File: config.mk
export PLATFORM = sky130hd
export DESIGN_NAME = mc_bus_scheduler
export DESIGN_NICKNAME = d
export VERILOG_FILES = /design/src/rtl/mc_bus_scheduler_pkg.sv /design/src/rtl/mc_bus_scheduler_ack_collector.sv /design/src/rtl/mc_bus_scheduler.sv
export SDC_FILE = /design/constraint.sdc
export NUM_CORES = 1
export LEC_CHECK = 0
export ABC_AREA = 0
export CELL_PAD_IN_SITES_DETAIL_PLACEMENT = 2
export CELL_PAD_IN_SITES_GLOBAL_PLACEMENT = 2
export CORE_MARGIN = 10
export CORE_UTILIZATION = 30
export CTS_CLUSTER_SIZE = 20
export DETAILED_ROUTE_END_ITERATION = 12
export PLACE_DENSITY = 0.9
export SYNTH_ARGS = -nofsm -noshare
export SYNTH_HDL_FRONTEND = slang
export SYNTH_SLANG_ARGS = --single-unit
export TNS_END_PERCENT = 100
File: constraint.sdc
create_clock -name i_clk -period 4.6 [get_ports i_clk]
set_input_delay 0.92 -clock i_clk [delete_from_list [all_inputs] [get_ports i_clk]]
set_output_delay 0.92 -clock i_clk [all_outputs]
set_load 0.05 [all_outputs]
File: src/rtl/mc_bus_scheduler_pkg.sv
// Shared types for the multicaster bus scheduler: beat types, CASTER_EN
// bit positions and the scheduler FSM states.
package mc_bus_scheduler_pkg;

  typedef enum logic [1:0] {
    BEAT_IFMAP = 2'd0,
    BEAT_FLTR  = 2'd1,
    BEAT_PSUM  = 2'd2,
    BEAT_RSVD  = 2'd3
  } beat_type_e;

  localparam int CASTER_IFMAP = 0;
  localparam int CASTER_FLTR  = 1;
  localparam int CASTER_PSUM  = 2;
  localparam int CASTER_W     = 3;

  typedef enum logic [1:0] {
    ST_IDLE    = 2'd0,
    ST_ACCEPT  = 2'd1,
    ST_DELIVER = 2'd2,
    ST_DONE    = 2'd3
  } sched_state_e;

endpackage

File: src/rtl/mc_bus_scheduler_ack_collector.sv
// Sticky per-column acknowledge collector. Loads the target mask when a beat
// goes onto the bus and reports when every target column has acknowledged,
// counting acks that arrive in the current cycle as well as earlier ones.
module mc_ack_collector
  import mc_bus_scheduler_pkg::*;
#(
  parameter int NUM_COL = 4
) (
  input  logic               i_clk,
  input  logic               i_rst,
  input  logic               i_load,
  input  logic [NUM_COL-1:0] i_mask,
  input  logic               i_active,
  input  logic               i_clear,
  input  logic [NUM_COL-1:0] i_mc_valid,
  output logic               o_all_acked
);

  logic [NUM_COL-1:0] r_mask;
  logic [NUM_COL-1:0] r_ack;
  logic [NUM_COL-1:0] w_hit;

  assign w_hit = i_mc_valid & r_mask;

  // Capture the target mask per beat and accumulate acks from target columns only
  always_ff @(posedge i_clk) begin
    if (i_rst) begin
      r_mask <= '0;
      r_ack  <= '0;
    end else if (i_load) begin
      r_mask <= i_mask;
      r_ack  <= '0;
    end else if (i_clear) begin
      r_ack <= '0;
    end else if (i_active) begin
      r_ack <= r_ack | w_hit;
    end
  end

  assign o_all_acked = ((r_ack | w_hit) == r_mask);

endmodule

File: src/rtl/mc_bus_scheduler.sv
// Row-level bus scheduler for the multicasters: owns the column TAG table,
// accepts tagged ifmap/filter/psum beats and holds each one on the bus until
// all matching columns have acknowledged. Pulses done at the end of a pass.
module mc_bus_scheduler
  import mc_bus_scheduler_pkg::*;
#(
  parameter  int DATA_WIDTH = 16,
  parameter  int NUM_COL    = 4,
  parameter  int CNT_W      = 16,
  localparam int TAG_W      = $clog2(NUM_COL)
) (
  input  logic                     i_clk,
  input  logic                     i_rst,
  input  logic                     i_cfg_we,
  input  logic [TAG_W-1:0]         i_cfg_addr,
  input  logic [TAG_W-1:0]         i_cfg_tag,
  input  logic                     i_start,
  input  logic [CNT_W-1:0]         i_beat_total,
  input  logic [7:0]               i_kernel_size_in,
  input  logic                     i_s_valid,
  output logic                     o_s_ready,
  input  logic [1:0]               i_s_type,
  input  logic [TAG_W-1:0]         i_s_tag,
  input  logic [2*DATA_WIDTH-1:0]  i_s_data,
  output logic [DATA_WIDTH-1:0]    o_bus_ifmap,
  output logic [DATA_WIDTH-1:0]    o_bus_fltr,
  output logic [2*DATA_WIDTH-1:0]  o_bus_psum,
  output logic [CASTER_W-1:0]      o_bus_caster_en,
  output logic                     o_bus_ready,
  output logic [7:0]               o_bus_kernel_size,
  output logic [NUM_COL*TAG_W-1:0] o_col_id,
  output logic [NUM_COL*TAG_W-1:0] o_col_tag,
  input  logic [NUM_COL-1:0]       i_mc_valid,
  output logic                     o_busy,
  output logic                     o_done,
  output logic [CNT_W-1:0]         o_drop_cnt
);

  sched_state_e r_state;
  sched_state_e w_stateNext;

  logic [TAG_W-1:0]        r_tag [NUM_COL];
  logic [CNT_W-1:0]        r_beatTotal;
  logic [CNT_W-1:0]        r_beatCnt;
  logic [CNT_W-1:0]        r_dropCnt;
  logic [7:0]              r_kernelSize;
  logic [DATA_WIDTH-1:0]   r_busIfmap;
  logic [DATA_WIDTH-1:0]   r_busFltr;
  logic [2*DATA_WIDTH-1:0] r_busPsum;
  logic [CASTER_W-1:0]     r_casterEn;
  logic                    r_busReady;

  logic [NUM_COL-1:0]      w_mask;
  logic [CASTER_W-1:0]     w_casterOneHot;
  logic                    w_take;
  logic                    w_drop;
  logic                    w_send;
  logic                    w_allAcked;
  logic                    w_complete;
  logic                    w_lastBeat;
  logic                    w_startPass;

  assign w_take      = (r_state == ST_ACCEPT) && i_s_valid;
  assign w_drop      = w_take && ((w_mask == '0) || (i_s_type == BEAT_RSVD));
  assign w_send      = w_take && !w_drop;
  assign w_complete  = (r_state == ST_DELIVER) && w_allAcked;
  assign w_lastBeat  = ((r_beatCnt + CNT_W'(1)) == r_beatTotal);
  assign w_startPass = (r_state == ST_IDLE) && i_start && (i_beat_total != '0);

  // Column ids are fixed; the tag table is flattened onto the output bus
  always_comb begin
    o_col_id  = '0;
    o_col_tag = '0;
    for (int c = 0; c < NUM_COL; c++) begin
      o_col_id[c*TAG_W +: TAG_W]  = TAG_W'(c);
      o_col_tag[c*TAG_W +: TAG_W] = r_tag[c];
    end
  end

  // Target mask of the offered beat and the one-hot caster enable for its type
  always_comb begin
    w_mask         = '0;
    w_casterOneHot = '0;
    for (int c = 0; c < NUM_COL; c++) begin
      w_mask[c] = (r_tag[c] == i_s_tag);
    end
    case (beat_type_e'(i_s_type))
      BEAT_IFMAP: w_casterOneHot[CASTER_IFMAP] = 1'b1;
      BEAT_FLTR:  w_casterOneHot[CASTER_FLTR]  = 1'b1;
      BEAT_PSUM:  w_casterOneHot[CASTER_PSUM]  = 1'b1;
      BEAT_RSVD:  w_casterOneHot               = '0;
    endcase
  end

  mc_ack_collector #(
    .NUM_COL(NUM_COL)
  ) u_ack (
    .i_clk       (i_clk),
    .i_rst       (i_rst),
    .i_load      (w_send),
    .i_mask      (w_mask),
    .i_active    (r_state == ST_DELIVER),
    .i_clear     (w_complete),
    .i_mc_valid  (i_mc_valid),
    .o_all_acked (w_allAcked)
  );

  // FSM state register
  always_ff @(posedge i_clk) begin
    if (i_rst) r_state <= ST_IDLE;
    else       r_state <= w_stateNext;
  end

  // Next-state decode plus the state-derived handshake and status outputs
  always_comb begin
    w_stateNext = r_state;
    o_s_ready   = 1'b0;
    o_busy      = 1'b1;
    o_done      = 1'b0;
    case (r_state)
      ST_IDLE: begin
        o_busy = 1'b0;
        if (i_start) w_stateNext = (i_beat_total == '0) ? ST_DONE : ST_ACCEPT;
      end
      ST_ACCEPT: begin
        o_s_ready = 1'b1;
        if (w_drop)      w_stateNext = w_lastBeat ? ST_DONE : ST_ACCEPT;
        else if (w_send) w_stateNext = ST_DELIVER;
      end
      ST_DELIVER: begin
        if (w_allAcked) w_stateNext = w_lastBeat ? ST_DONE : ST_ACCEPT;
      end
      ST_DONE: begin
        o_done      = 1'b1;
        w_stateNext = ST_IDLE;
      end
      default: w_stateNext = ST_IDLE;
    endcase
  end

  // Tag table, pass counters and the registered bus fields
  always_ff @(posedge i_clk) begin
    if (i_rst) begin
      for (int c = 0; c < NUM_COL; c++) r_tag[c] <= TAG_W'(c);
      r_beatTotal  <= '0;
      r_beatCnt    <= '0;
      r_dropCnt    <= '0;
      r_kernelSize <= '0;
      r_busIfmap   <= '0;
      r_busFltr    <= '0;
      r_busPsum    <= '0;
      r_casterEn   <= '0;
      r_busReady   <= 1'b0;
    end else begin
      if ((r_state == ST_IDLE) && i_cfg_we) r_tag[i_cfg_addr] <= i_cfg_tag;
      if (w_startPass) begin
        r_beatTotal  <= i_beat_total;
        r_kernelSize <= i_kernel_size_in;
        r_beatCnt    <= '0;
        r_dropCnt    <= '0;
      end
      if (w_drop) begin
        r_beatCnt <= r_beatCnt + CNT_W'(1);
        if (r_dropCnt != '1) r_dropCnt <= r_dropCnt + CNT_W'(1);
      end
      if (w_send) begin
        r_busIfmap <= (i_s_type == BEAT_IFMAP) ? i_s_data[DATA_WIDTH-1:0] : '0;
        r_busFltr  <= (i_s_type == BEAT_FLTR)  ? i_s_data[DATA_WIDTH-1:0] : '0;
        r_busPsum  <= (i_s_type == BEAT_PSUM)  ? i_s_data : '0;
        r_casterEn <= w_casterOneHot;
        r_busReady <= 1'b1;
      end
      if (w_complete) begin
        r_casterEn <= '0;
        r_busReady <= 1'b0;
        r_beatCnt  <= r_beatCnt + CNT_W'(1);
      end
    end
  end

  assign o_bus_ifmap       = r_busIfmap;
  assign o_bus_fltr        = r_busFltr;
  assign o_bus_psum        = r_busPsum;
  assign o_bus_caster_en   = r_casterEn;
  assign o_bus_ready       = r_busReady;
  assign o_bus_kernel_size = r_kernelSize;
  assign o_drop_cnt        = r_dropCnt;

endmodule

==> flow_summary.yaml <==
timing:
  tns_ns: 0
  finalClockSkew_ns: 0.00911
  fin_crit_sh: 0.715
  worstMarginPinSlew_ns: 0.798
  holdWs_ns: 0.454
  drv_slew: 0
  hold_viol: 0
  slew_headroom: 0.463
  fmax_ghz: 0.304
  setup_viol: 0
  layout_min_cycle_time_ns: 3.29
  rsz0062_at_grt: "no"
layout:
  nFillCells: 2165
  drive_gt1_frac: 0.0708
  nets: 923
  multi_input_area_um2: 3060
  ff_latch_area_um2: 2920
  area_growth_syn_to_layout_pct: 41.6
job:
  drv_cap: 0
critical_path:
  worstSetupStartpointType: "primary input"
  critPathKind: "primary input to flop"
  cp-end-kind: "flop"
  critPathRequiredTime_ns: 4.93
  r2r-start: "r_beatCnt[0]"
  crit_arrival_ns: 3.62
  startpoint: "i_s_tag[1]"
  critPathMaxFanout: 23
global_route:
  grt_max_degree: 69
  grt-ovfl-total: 0
  grt_pass1_wl_um: 39400
  antenna_found_initial: 2
  grtUsageMet3: 0.0788
  busiest_layer: "met2"
  grt_pass1_vias: 6750
  grt_use_met1: 0.198
  grt.total_usage: 0.185
  use_met2: 0.324
detailed_routing:
  wl_per_cell_um: 22.2
  via_per_inst: 5.27
  initialDrtViolationCount: 262
  drt_first_pass_iters: 4
  drc: 0
  routed_wl_um: 25200
  ant_nets: 0
  dr_total_vias: 5975
die:
  die_w_um: 164
  die_h_um: 164
  initial_utilization: 0.306
  die_area_um2: 26900
  rows: 52
  core_area_um2: 20400
  io_pins: 184
clock_network:
  cts_tree: "done"
  cts_max_level: 4
  cts_setup_buffers: 0
  clockRootBuffer: "clkbuf_16"
  clk_path_buf_depth: 2
  cts_sinks: 142
  clkLatencyLatePin_ns: 0.42
  ctsResizeCount: 0
  cts_hold_buf: 0
  cts_buffers: 17
  clk_pin_slew_ns: 0.07
yosys:
  synth_warnings: 0
  avgSynthCellArea_um2: 8.97
  synth.distinct_cells: 62
  synthArstFlopShare: 0
  synth_enable_flop_cells: 8
  ys_ff_latch: 142
  yosysSeqAreaShare: 0.469
  synth-main-ff-cell: "dfxtp_1"
  syn_area_um2: 6230
  syn_inst: 695
placement:
  routabilityCongestion: 0.821
  detailed_place_hpwl_um: 17700
  io_buffer_count: 175
power:
  power.density_nw_per_um2: 378
  vdd_drop_max_v: 0.000237
  p_leak_nw: 3.02
worst_hold_path:
  hold_class: "flop to flop"
  holdCritStartpoint: "o_bus_ready"
outcome:
  outcome: "finished, final reports clean"
flip-flops by register name, summed over array words and instances (netlist names):
name,cells
o_drop_cnt,16
o_bus_kernel_size,8
r_state,2
r_beatCnt,16
r_tag,8
o_bus_caster_en,3
o_bus_ifmap,16
o_bus_fltr,16
o_bus_psum,32
u_ack.r_ack,4
o_bus_ready,1
r_beatTotal,16
u_ack.r_mask,4
cells by family after synthesis:
group,synth area share
AOI/OAI and AO/OA,0.194
xor gates and xnor gates,0.0337
adders and majority gates,0.00401
buffers and inverters,0.0486
DFF,0.469
muxes,0.0402
other,0.00121
and+or+nand+nor,0.210
per-stage QoR:
step	area [µm²]	std cells	total power, W	worst slack (ns)	utilization
after global routing	8820	1132	0.00346	1.17	0.433
after CTS	8820	1131	0.00336	1.33	0.433
final	8820	1133	0.00333	1.31	0.433
after detailed placement	8180	1099	0.00184	0.998	0.402
after floorplan	6250	701	0.00164	2.04	-
after global placement	8180	1099	0.00182	1.12	0.402
final cells by class:
class | count | area share
sequential | 142 | 0.331
antenna | 2 | 0.000567
timing repair buffer | 183 | 0.206
multi-input combinational | 495 | 0.347
clock inverter | 15 | 0.0241
clock buffer | 17 | 0.0482
inverter | 9 | 0.00383
tap | 270 | 0.0383
worst max-delay path, cell delays in order:
cell,delay [ns]
clkdlybuf4s50_1,0.60
xor2_1,0.27
o22ai_2,0.19
o31ai_4,0.47
a22o_1,0.41
buf_4,0.35
a21oi_1,0.14
a211oi_1,0.27
report_power, final:
part | total, W | switching (W) | internal, W
combinational | 0.000506 | 0.000320 | 0.000186
clock | 0.00151 | 0.000589 | 0.000918
sequential | 0.00132 | 0.0000405 | 0.00128
total | 0.00333 | 0.000950 | 0.00238
synth_stat cells, types with 3 or more instances:
| cell | count | area share |
|---|---|---|
| dfxtp_1 | 134 | 0.43 |
| nor2_1 | 119 | 0.072 |
| a22oi_1 | 66 | 0.080 |
| a21oi_1 | 37 | 0.030 |
| nand2_1 | 35 | 0.021 |
| clkbuf_1 | 26 | 0.016 |
| mux2i_1 | 25 | 0.040 |
| buf_2 | 20 | 0.016 |
| nand3_1 | 15 | 0.012 |
| xor2_1 | 15 | 0.021 |
| a31oi_1 | 14 | 0.014 |
| o21ai_0 | 14 | 0.011 |
| nand4_1 | 12 | 0.012 |
| a211oi_1 | 11 | 0.013 |
| inv_1 | 9 | 0.0054 |
| or3_1 | 9 | 0.0090 |
| xnor2_1 | 9 | 0.013 |
| buf_4 | 8 | 0.0096 |
| edfxtp_1 | 8 | 0.039 |
| and2_1 | 7 | 0.0070 |
| nor2b_1 | 7 | 0.0070 |
| or2_2 | 7 | 0.0070 |
| and3_1 | 6 | 0.0060 |
| nand2b_1 | 6 | 0.0060 |
| a41oi_1 | 5 | 0.0070 |
| nor3_1 | 5 | 0.0040 |
| nor4_1 | 5 | 0.0050 |
| o31ai_1 | 5 | 0.0060 |
| or4_1 | 5 | 0.0060 |
| and4_1 | 4 | 0.0056 |
| nor3b_1 | 4 | 0.0048 |
| nand3b_1 | 3 | 0.0036 |
| o2111ai_1 | 3 | 0.0042 |
| or3b_2 | 3 | 0.0042 |
placed cells by master (no fill, tap or decap), drive strengths merged, types with 9 or more instances in the layout:
master         count
o21ai             14
clkdlybuf4s50    174
nand2             35
a22oi             66
inv               12
or3                9
xnor2              9
nand4             12
mux2i             25
a31oi             14
a211oi            11
nand3             16
dfxtp            134
clkbuf            17
nor2             120
xor2              15
a21oi             37
buf                9
layer usage:
metal  share of wire  wire length [µm]
met1            0.39              9850
met2            0.51             12900
met3           0.083              2090
met4           0.014               352
met5               0                 0
final timing paths:
check                  to  slack, ns  depth (start not counted)
max reg2reg    r_state[1]       1.96                          7
min reg2reg   o_bus_ready       0.45                          2
max          r_beatCnt[9]       1.31                          8
min           o_bus_ready       0.45                          2
(Power assumes the default switching activity.)
